### config.mk
export PLATFORM = sky130hd
export DESIGN_NAME = boot_mem_arbiter
export DESIGN_NICKNAME = d
export VERILOG_FILES = /design/src/rtl/boot_arb_pkg.sv /design/src/rtl/boot_write_fifo.sv /design/src/rtl/boot_mem_arbiter.sv
export SDC_FILE = /design/constraint.sdc
export NUM_CORES = 1
export LEC_CHECK = 0
export CORE_MARGIN = 2
export CORE_UTILIZATION = 40
export CTS_CLUSTER_SIZE = 30
export DETAILED_ROUTE_END_ITERATION = 16
export SLEW_MARGIN = 20
export SYNTH_ARGS = -nofsm -noshare
export SYNTH_HDL_FRONTEND = slang
export SYNTH_SLANG_ARGS = --single-unit
export TNS_END_PERCENT = 30
### constraint.sdc
create_clock -name clk -period 7 [get_ports clk]
set_clock_uncertainty 0.05 [all_clocks]
set_input_delay 1.4 -clock clk [delete_from_list [all_inputs] [get_ports clk]]
set_output_delay 1.4 -clock clk [all_outputs]
set_load 0.02 [all_outputs]
### src/rtl/boot_arb_pkg.sv
// Shared definitions for the boot memory arbiter: default parameter values
// and the arbiter state encoding.
package boot_arb_pkg;

  localparam int DEF_ADDRESS_WIDTH  = 32;
  localparam int DEF_DATA_WIDTH     = 16;
  localparam int DEF_FIFO_DEPTH     = 4;
  localparam int DEF_RELEASE_CYCLES = 16;

  typedef enum logic [1:0] {
    ST_IDLE    = 2'd0,
    ST_BOOT    = 2'd1,
    ST_DRAIN   = 2'd2,
    ST_RELEASE = 2'd3
  } arb_state_e;

endpackage

### src/rtl/boot_write_fifo.sv
// Boot write buffer: holds parsed boot words (address + data) until memory
// accepts them. A push into a full buffer is accepted only when a pop frees
// a slot in the same cycle. Storage is deliberately left unreset; only the
// pointers and the occupancy count are cleared.
module boot_write_fifo #(
  parameter int addr_w = 32,
  parameter int data_w = 16,
  parameter int depth  = 4
) (
  input  logic              clk,
  input  logic              reset,
  input  logic              push_i,
  input  logic [addr_w-1:0] push_addr_i,
  input  logic [data_w-1:0] push_data_i,
  input  logic              pop_i,
  output logic              full_o,
  output logic              empty_o,
  output logic [addr_w-1:0] head_addr_o,
  output logic [data_w-1:0] head_data_o
);

  localparam int PTR_W = (depth > 1) ? $clog2(depth) : 1;
  localparam int CNT_W = $clog2(depth) + 1;

  logic [addr_w-1:0] addr_mem_q [depth];
  logic [data_w-1:0] data_mem_q [depth];
  logic [PTR_W-1:0]  wr_ptr_q, wr_ptr_d;
  logic [PTR_W-1:0]  rd_ptr_q, rd_ptr_d;
  logic [CNT_W-1:0]  count_q, count_d;
  logic              do_push_s;
  logic              do_pop_s;

  assign full_o      = (count_q == CNT_W'(depth));
  assign empty_o     = (count_q == {CNT_W{1'b0}});
  assign do_pop_s    = pop_i & ~empty_o;
  assign do_push_s   = push_i & (~full_o | do_pop_s);
  assign head_addr_o = addr_mem_q[rd_ptr_q];
  assign head_data_o = data_mem_q[rd_ptr_q];

  // Next pointer and occupancy; pointers wrap naturally at the power-of-two depth.
  always_comb begin
    wr_ptr_d = do_push_s ? (wr_ptr_q + PTR_W'(1)) : wr_ptr_q;
    rd_ptr_d = do_pop_s  ? (rd_ptr_q + PTR_W'(1)) : rd_ptr_q;
    case ({do_push_s, do_pop_s})
      2'b10:   count_d = count_q + CNT_W'(1);
      2'b01:   count_d = count_q - CNT_W'(1);
      default: count_d = count_q;
    endcase
  end

  // Pointer and count registers, cleared asynchronously so buffered words are discarded.
  always_ff @(posedge clk or negedge reset) begin
    if (!reset) begin
      wr_ptr_q <= {PTR_W{1'b0}};
      rd_ptr_q <= {PTR_W{1'b0}};
      count_q  <= {CNT_W{1'b0}};
    end else begin
      wr_ptr_q <= wr_ptr_d;
      rd_ptr_q <= rd_ptr_d;
      count_q  <= count_d;
    end
  end

  // Word storage, written on accepted pushes only.
  always_ff @(posedge clk) begin
    if (do_push_s) begin
      addr_mem_q[wr_ptr_q] <= push_addr_i;
      data_mem_q[wr_ptr_q] <= push_data_i;
    end
  end

endmodule

### src/rtl/boot_mem_arbiter.sv
// Boot memory arbiter: shares one memory port between the CPU and a boot
// loader. While booting, the CPU is held and buffered boot words are written
// to memory; after the buffer drains the CPU stays held for release_cycles
// more cycles before control returns to it.
// Optional feature: define BOOT_ARB_CHECKSUM_EN to accumulate a running sum
// of the boot data written; otherwise boot_checksum is tied to zero.
module boot_mem_arbiter
  import boot_arb_pkg::*;
#(
  parameter int address_width  = DEF_ADDRESS_WIDTH,
  parameter int data_width     = DEF_DATA_WIDTH,
  parameter int fifo_depth     = DEF_FIFO_DEPTH,
  parameter int release_cycles = DEF_RELEASE_CYCLES
) (
  input  logic                     clk,
  input  logic                     reset,
  input  logic                     boot_valid,
  input  logic [address_width-1:0] boot_address,
  input  logic [data_width-1:0]    boot_data,
  input  logic                     boot_busy,
  input  logic                     boot_error,
  input  logic                     cpu_req,
  input  logic                     cpu_we,
  input  logic [address_width-1:0] cpu_addr,
  input  logic [data_width-1:0]    cpu_wdata,
  output logic                     cpu_gnt,
  output logic                     mem_req,
  output logic                     mem_we,
  output logic [address_width-1:0] mem_addr,
  output logic [data_width-1:0]    mem_wdata,
  input  logic                     mem_ready,
  output logic                     cpu_hold,
  output logic                     boot_done,
  output logic                     overflow,
  output logic                     error_latched,
  output logic [data_width-1:0]    boot_checksum
);

  localparam int CNT_W = $clog2(release_cycles + 1);

  arb_state_e                 state_q, state_d;
  logic [CNT_W-1:0]           cnt_q, cnt_d;
  logic                       boot_done_q, boot_done_d;
  logic                       overflow_q, overflow_d;
  logic                       error_q, error_d;

  logic                       fifo_full_s;
  logic                       fifo_empty_s;
  logic [address_width-1:0]  head_addr_s;
  logic [data_width-1:0]     head_data_s;
  logic                       in_boot_s;
  logic                       pop_s;
  logic                       drop_s;
  logic                       start_s;

  assign in_boot_s = (state_q == ST_BOOT) || (state_q == ST_DRAIN);
  assign pop_s     = in_boot_s & ~fifo_empty_s & mem_ready;
  assign drop_s    = boot_valid & fifo_full_s & ~pop_s;

  boot_write_fifo #(
    .addr_w (address_width),
    .data_w (data_width),
    .depth  (fifo_depth)
  ) u_fifo (
    .clk         (clk),
    .reset       (reset),
    .push_i      (boot_valid),
    .push_addr_i (boot_address),
    .push_data_i (boot_data),
    .pop_i       (pop_s),
    .full_o      (fifo_full_s),
    .empty_o     (fifo_empty_s),
    .head_addr_o (head_addr_s),
    .head_data_o (head_data_s)
  );

  // State transitions, release countdown and completion pulse.
  always_comb begin
    state_d     = state_q;
    cnt_d       = cnt_q;
    boot_done_d = 1'b0;
    start_s     = 1'b0;
    case (state_q)
      ST_IDLE: begin
        if (boot_busy || !fifo_empty_s) begin
          state_d = ST_BOOT;
          start_s = 1'b1;
        end else begin
          state_d = ST_IDLE;
        end
      end
      ST_BOOT: begin
        if (!boot_busy) begin
          state_d = ST_DRAIN;
        end else begin
          state_d = ST_BOOT;
        end
      end
      ST_DRAIN: begin
        if (boot_busy) begin
          state_d = ST_BOOT;
        end else if (fifo_empty_s) begin
          state_d = ST_RELEASE;
          cnt_d   = CNT_W'(release_cycles - 1);
        end else begin
          state_d = ST_DRAIN;
        end
      end
      ST_RELEASE: begin
        if (boot_busy) begin
          // A new boot abandons the countdown; no completion is signalled.
          state_d = ST_BOOT;
          cnt_d   = {CNT_W{1'b0}};
        end else if (cnt_q == {CNT_W{1'b0}}) begin
          state_d     = ST_IDLE;
          boot_done_d = 1'b1;
        end else begin
          state_d = ST_RELEASE;
          cnt_d   = cnt_q - CNT_W'(1);
        end
      end
      default: begin
        state_d = ST_IDLE;
        cnt_d   = {CNT_W{1'b0}};
      end
    endcase
  end

  // Sticky status: a new set wins over the clear at boot start.
  always_comb begin
    if (drop_s) begin
      overflow_d = 1'b1;
    end else if (start_s) begin
      overflow_d = 1'b0;
    end else begin
      overflow_d = overflow_q;
    end
    if (boot_error && (state_q != ST_IDLE)) begin
      error_d = 1'b1;
    end else if (start_s) begin
      error_d = 1'b0;
    end else begin
      error_d = error_q;
    end
  end

  // Memory port steering: CPU passes straight through in IDLE, buffer head while booting.
  always_comb begin
    case (state_q)
      ST_IDLE: begin
        mem_req   = cpu_req;
        mem_we    = cpu_we;
        mem_addr  = cpu_addr;
        mem_wdata = cpu_wdata;
        cpu_gnt   = cpu_req & mem_ready;
      end
      ST_BOOT, ST_DRAIN: begin
        mem_req   = ~fifo_empty_s;
        mem_we    = 1'b1;
        mem_addr  = head_addr_s;
        mem_wdata = head_data_s;
        cpu_gnt   = 1'b0;
      end
      default: begin
        mem_req   = 1'b0;
        mem_we    = 1'b0;
        mem_addr  = {address_width{1'b0}};
        mem_wdata = {data_width{1'b0}};
        cpu_gnt   = 1'b0;
      end
    endcase
  end

  // Control and status registers.
  always_ff @(posedge clk or negedge reset) begin
    if (!reset) begin
      state_q     <= ST_IDLE;
      cnt_q       <= {CNT_W{1'b0}};
      boot_done_q <= 1'b0;
      overflow_q  <= 1'b0;
      error_q     <= 1'b0;
    end else begin
      state_q     <= state_d;
      cnt_q       <= cnt_d;
      boot_done_q <= boot_done_d;
      overflow_q  <= overflow_d;
      error_q     <= error_d;
    end
  end

  // Hold follows the state register, so an asynchronous reset releases it at once.
  assign cpu_hold      = (state_q != ST_IDLE);
  assign boot_done     = boot_done_q;
  assign overflow      = overflow_q;
  assign error_latched = error_q;

`ifdef BOOT_ARB_CHECKSUM_EN
  logic [data_width-1:0] checksum_q, checksum_d;

  // Running sum of boot data accepted by memory, restarted at each boot entry.
  always_comb begin
    if (start_s) begin
      checksum_d = {data_width{1'b0}};
    end else if (pop_s) begin
      checksum_d = checksum_q + head_data_s;
    end else begin
      checksum_d = checksum_q;
    end
  end

  // Checksum accumulator register.
  always_ff @(posedge clk or negedge reset) begin
    if (!reset) begin
      checksum_q <= {data_width{1'b0}};
    end else begin
      checksum_q <= checksum_d;
    end
  end

  assign boot_checksum = checksum_q;
`else
  assign boot_checksum = {data_width{1'b0}};
`endif

endmodule
* Word-level counts from Yosys, hierarchy flattened
Memory sizes are Yosys's and may differ from the RTL's. Index checks and enable logic that the tools add are counted.
Storage, ports and cells: register bits after elaboration 17, bits in writable memories 192, memories kept 2
Memory list:
- u_fifo.addr_mem_q | depth 4, width 32, rd ports 1, clocked after memory_dff 0, wr ports 1, line boot_write_fifo.sv:25 | logic [addr_w-1:0] addr_mem_q [depth];
- u_fifo.data_mem_q | depth 4, width 16, rd ports 1, clocked after memory_dff 0, wr ports 1, line boot_write_fifo.sv:26 | logic [data_w-1:0] data_mem_q [depth];
Operators by class: $add $sub $neg 5, eq/ne operators 9, multiplexer cells 28, bitwise gates (word level) 11, reduce and logical (&&, ||, !) cells 14
Operator list (count):
- one-hot mux 32 bit (2 select lines) | 1
- one-hot mux 16 bit (2 select lines) | 1
- two-way mux 5 bit | 4
- two-way mux 1 bit | 13
- one-hot mux 5 bit (2 select lines) | 1
- nonzero test 2 bit | 5
- two-way mux 2 bit | 4
- one-hot mux 2 bit (4 select lines) | 1
- bitwise AND 1 bit | 7
- == test 2 bit (second input constant) | 3
- one-hot mux 3 bit (2 select lines) | 1
- zero test 5 bit | 1
- subtractor 5 x 1 -> 5 bit (second input constant) | 1
- adder 2 x 1 -> 2 bit (second input constant) | 2
- == test 2 x 1 -> 1 bit (second input constant) | 2
- != test 2 bit (second input constant) | 2
- one-hot mux 1 bit (2 select lines) | 2
- AND reduction 4 bit | 1
- adder 3 x 1 -> 3 bit (second input constant) | 1
- == test 3 bit (second input constant) | 1
- zero test 3 bit | 1
- != test 3 bit (second input constant) | 1
- inverter 1 bit | 3
- subtractor 3 x 1 -> 3 bit (second input constant) | 1
- 6 further kinds | 7

* Depth between registers and ports, before layout
depth after elaboration 9, mapped depth 10, depth with buffers taken out 10

* Cells and area by module
Synthesis repeated with hierarchy kept, for this count alone.
Second synthesis, totals: cells, all modules 504, area total of the unflattened synthesis 8812.2 um^2
By module, submodules not included:
- boot_write_fifo | times used 1, cells each 305, area each 7424.6 um^2
- boot_mem_arbiter | times used 1, cells each 199, area each 1387.6 um^2

* Worst setup path after synthesis
OpenSTA, ideal clock, no wires.
path type input -> register, start input port mem_ready, end memory u_fifo.addr_mem_q[0][0], enable pin, library setup time 0.410 ns, data arrival time 3.095 ns, required time 6.540 ns, setup slack 3.445 ns, stages 3, path buffers 0, path through nand2_1 > a31oi_1 > and2_1
Between the ends: cells in the longest elaborated chain, start to end 6
RTL lines:
- start, declared | line boot_mem_arbiter.sv:31 | input logic mem_ready,
- bitwise AND 1 bit | line boot_mem_arbiter.sv:57 | assign pop_s = in_boot_s & ~fifo_empty_s & mem_ready;
- bitwise AND 1 bit | line boot_write_fifo.sv:35 | assign do_pop_s = pop_i & ~empty_o;
- OR 1 bit | line boot_write_fifo.sv:36 | assign do_push_s = push_i & (~full_o | do_pop_s);
- bitwise AND 1 bit | line boot_write_fifo.sv:36
- two-way mux 1 bit | line boot_write_fifo.sv:66 | if (do_push_s) begin
- two-way mux 1 bit (not written as such) | line boot_write_fifo.sv:67 | addr_mem_q[wr_ptr_q] <= push_addr_i;
- end, declared | line boot_write_fifo.sv:25
Every way passes these cells.

* Final worst setup path
start register state_q[0], end output port mem_wdata[14]
Between the ends: cells in the longest elaborated chain, start to end 3, elaborated cells on any way between the ends 5, those cells by class eq/ne: 2; mux: 1; reduce/logical: 2
RTL lines:
- start, declared | line boot_mem_arbiter.sv:41 | arb_state_e state_q, state_d;
- start signal, assigned | line boot_mem_arbiter.sv:183 | state_q <= state_d;
- == test 2 x 1 -> 1 bit / == test 2 bit (equally long branches) | line boot_mem_arbiter.sv:149 | case (state_q)
- OR reduction 2 bit | line boot_mem_arbiter.sv:149
- one-hot mux 16 bit (2 select lines) (*) | line boot_mem_arbiter.sv:149
- end, declared | line boot_mem_arbiter.sv:30 | output logic [data_width-1:0] mem_wdata,
Every way passes the cells marked *; elsewhere a longest branch is shown, timed or not.

==> flow_metrics.py <==
metrics = {
    "global_routing": {
        "first_pass_grt_wire_length_mm": 27.6,
        "number_of_antenna_violations_at_the_first_check_in_global_routing": 1,
        "overflow": 0,
        "grt_start_max_net_pins": 51,
        "grt_usage": 0.159,
        "grt_pass1_vias": 5014,
    },
    "route": {
        "via_per_inst": 5.24,
        "postRouteWirelength_mm": 18.1,
        "first_iter_violations": 162,
        "drc": 0,
        "detail_route.wl_per_cell_um": 19.9,
        "detailedRoute.firstPassIterationCount": 4,
        "dr_total_vias": 4791,
        "detail-route-antenna-nets": 0,
    },
    "layout": {
        "final_layout_size_suffix_gt1_frac": 0.158,
        "fillCellCount": 1676,
        "fin_nets": 737,
        "insertedDiodeCount": 0,
        "finalCoreUtilization": 0.534,
        "fin_area_sq_um": 11300,
        "area_delta_synth_final_pct": 30.3,
    },
    "setup_path": {
        "crit_path_start_kind": "flop",
        "timing.critical_path.cells": "ha_1 > nor2b_4 > buf_4 > a22o_1 > clkdlybuf4s50_1",
        "r2r_start": "state_q[0]",
        "setup.worst_path.end_class": "primary output",
        "worst-r2r-setup-slack_ns": 3.90,
        "worst-endpoint-required_ns": 5.55,
        "crit_path_max_incr_delay_ns": 0.61,
        "worstRegToRegCells": 6,
        "critical_path.max_fanout": 27,
        "worstPathArrival_ns": 3.17,
        "kind_of_critical_path": "flop to primary output",
        "crit_buf_inv": 2,
        "crit_slowest_cell": "sky130_fd_sc_hd__clkdlybuf4s50_1",
        "path_delay_family": "buffers and inverters",
        "crit-reg2reg-capture": "u_fifo.addr_mem_q[0][12]",
    },
    "clocking": {
        "ctsResizeCount": 0,
        "cts_sinks": 209,
        "cts_inserted_buffers": 22,
        "clock-root-buffer": "sky130_fd_sc_hd__clkbuf_16",
        "cts.htree.levels": 1,
        "worst_skew_pair.late_latency_ns": 0.49,
        "cts_hold_buffers": 0,
        "tritoncts_clock_tree": "built",
        "worst_setup_hold_path_clk_slew_ns": 0.07,
        "max-clock-path-buffers": 3,
        "buffers_inserted_by_post_cts_timing_repair": 0,
    },
    "die": {
        "core_region_area_sq_um": 21100,
        "die_area_sq_um": 22800,
        "fp.dieH_um": 151,
        "initial_core_util": 0.410,
        "io_pins": 175,
        "rows": 53,
        "die_w_um": 151,
    },
    "placement": {
        "pre_cts_slack_ns": 2.78,
        "post-dp-hpwl_mm": 11.4,
        "placed_area_sq_um": 10400,
        "port_buffers": 158,
        "place.gp.congestion": 0.761,
    },
    "power_and_ir_drop": {
        "cellLeakagePower_nw": 3.87,
        "power.ir.vdd_worst_uv": 223,
        "power-per-cell-area_nw_per_um2": 488,
    },
    "yosys": {
        "ys_async_sr_fraction": 0.0813,
        "yosys_top_cell_area_share": 0.667,
        "yosys_warnings": 0,
        "synth_enable_flop_cells": 192,
        "syn-cell-area_sq_um": 8650,
        "cell_type_with_the_highest_aggregate_area_in_the_netlist": "sky130_fd_sc_hd__edfxtp_1",
        "synthesized_instance_count": 461,
        "synth-seq-area-share": 0.716,
        "ys_seq_elements": 209,
        "synth_top_flop_cell": "sky130_fd_sc_hd__edfxtp_1",
        "ys_top_cells_by_area": "sky130_fd_sc_hd__edfxtp_1, sky130_fd_sc_hd__mux4_2, sky130_fd_sc_hd__dfrtp_1",
        "syn_area_per_cell_sq_um": 18.8,
        "synth_cell_type_count": 42,
    },
    "timing": {
        "fin_tns_setup_ns": 0,
        "maxSlewHeadroom": 0.447,
        "worst-slew-pin-transition_ns": 0.827,
        "final.period_utilization": 0.660,
        "slew_viol_final": 0,
        "grt_setup_unrepaired": "false",
        "fmaxAchievable_mhz": 216,
        "timing.final.ws_setup_ns": 2.38,
        "report.final.hold_viol_count": 0,
        "setup-violations-final": 0,
        "fin_crit_ns": 4.62,
    },
    "worst_hold_path": {
        "worstHoldPathCells": 2,
        "hold-path-endpoint": "error_latched",
        "worst_hold_path_type": "flop to flop",
        "hold_start": "error_latched",
    },
    "status": {
        "outcome": "complete, no violations",
    },
    "job": {
        "cap_viol_max_count": 0,
    },
}
[how the worst max path moves through the flow]
stage                     from                      end  cells after the start
floorplan            mem_ready  u_fifo.addr_mem_q[0][0]                      3
global placement     mem_ready                  cpu_gnt                      3
detailed placement   mem_ready  u_fifo.addr_mem_q[0][2]                      5
CTS                 state_q[0]            mem_wdata[14]                      6
global route        state_q[0]            mem_wdata[14]                      5
finish              state_q[0]            mem_wdata[14]                      5
[stage by stage]
stage / total power [mW] / cells / hold WS, ns
2_1_floorplan: 3.32 / 476 / 0.435
3_3_place_gp: 4.23 / 873 / 0.444
3_5_place_dp: 4.29 / 873 / 0.466
4_1_cts: 5.57 / 913 / 0.480
5_1_grt: 5.79 / 914 / 0.504
6_report: 5.50 / 914 / 0.479
[cells in the mapped netlist (2+ instances only)]
| cell | instances |
|---|---|
| sky130_fd_sc_hd__edfxtp_1 | 192 |
| sky130_fd_sc_hd__a22o_1 | 48 |
| sky130_fd_sc_hd__mux4_2 | 48 |
| sky130_fd_sc_hd__buf_4 | 20 |
| sky130_fd_sc_hd__dfrtp_1 | 17 |
| sky130_fd_sc_hd__nor2_1 | 15 |
| sky130_fd_sc_hd__inv_1 | 13 |
| sky130_fd_sc_hd__nand2_1 | 13 |
| sky130_fd_sc_hd__o21ai_0 | 11 |
| sky130_fd_sc_hd__buf_2 | 10 |
| sky130_fd_sc_hd__ha_1 | 9 |
| sky130_fd_sc_hd__a21oi_1 | 8 |
| sky130_fd_sc_hd__clkbuf_1 | 8 |
| sky130_fd_sc_hd__and2_1 | 4 |
| sky130_fd_sc_hd__nor3_1 | 4 |
| sky130_fd_sc_hd__and3_1 | 3 |
| sky130_fd_sc_hd__buf_1 | 3 |
| sky130_fd_sc_hd__nor2b_1 | 3 |
| sky130_fd_sc_hd__xnor2_1 | 3 |
| sky130_fd_sc_hd__a211oi_1 | 2 |
| sky130_fd_sc_hd__a22oi_1 | 2 |
| sky130_fd_sc_hd__nand3_1 | 2 |
| sky130_fd_sc_hd__nand4_1 | 2 |
| sky130_fd_sc_hd__o221ai_1 | 2 |
| sky130_fd_sc_hd__xor2_1 | 2 |
[metal layers]
metal	wire, um	track usage
met1	7550	0.208
met4	344	0.0449
met5	11	0
met2	9100	0.270
met3	1140	0.0343
[sequential cells by signal (all words and copies together) (netlist names)]
name               cells
u_fifo.rd_ptr_q        2
u_fifo.wr_ptr_q        2
u_fifo.data_mem_q     64
u_fifo.count_q         3
state_q                2
overflow               1
error_latched          1
boot_done              1
cnt_q                  5
u_fifo.addr_mem_q    128
[layout make-up]
cell class	instances	area, sq um	share of cell area
multi-input combinational	211	2230	0.197
timing repair buffer	166	1650	0.147
sequential	209	6200	0.550
clock buffer	30	622	0.0552
tap	275	344	0.0305
clock inverter	10	180	0.0160
inverter	13	48.8	0.00433
[where the power goes]
part | switching, mW | internal (mW)
sequential | 0.164 | 1.66
clock | 0.449 | 0.808
combinational | 1.25 | 1.17
[layout by cell type (no fill, tap or decap), types with 3 or more instances in the layout]
cell type,instances
sky130_fd_sc_hd__edfxtp_1,192
sky130_fd_sc_hd__clkdlybuf4s50_1,158
sky130_fd_sc_hd__mux4_2,48
sky130_fd_sc_hd__a22o_1,48
sky130_fd_sc_hd__clkbuf_16,23
sky130_fd_sc_hd__conb_1,16
sky130_fd_sc_hd__dfrtp_1,15
sky130_fd_sc_hd__nor2_1,14
sky130_fd_sc_hd__inv_1,13
sky130_fd_sc_hd__nand2_1,13
sky130_fd_sc_hd__o21ai_0,11
sky130_fd_sc_hd__ha_1,9
sky130_fd_sc_hd__a21oi_1,8
sky130_fd_sc_hd__buf_4,7
sky130_fd_sc_hd__bufinv_16,5
sky130_fd_sc_hd__clkbuf_1,5
sky130_fd_sc_hd__nor3_1,4
sky130_fd_sc_hd__and2_2,4
sky130_fd_sc_hd__and3_1,3
sky130_fd_sc_hd__xnor2_1,3
[logic make-up (layout without fill, tap and decap cells)]
family | after synthesis | count (layout) | synth area share
other | 1 | 16 | 0.000434
multiplexers | 48 | 48 | 0.125
AO/OA/AOI/OAI | 81 | 81 | 0.0741
adder cells (fa/ha/maj) | 10 | 10 | 0.0153
XOR/XNOR | 5 | 5 | 0.00507
buffers and inverters | 56 | 219 | 0.0355
AND/OR/NAND/NOR | 51 | 51 | 0.0287
flip-flops | 209 | 209 | 0.716
[worst register-to-register path, delay by kind of cell (launching register included)]
kind	cells	cell delay, ns
adder cells (fa/ha/maj)	1	0.40
flip-flops	1	0.38
AND/OR/NAND/NOR	2	0.83
buffers and inverters	2	0.58
AO/OA/AOI/OAI	1	0.48
No activity file was read; power rests on OpenSTA's default activity.
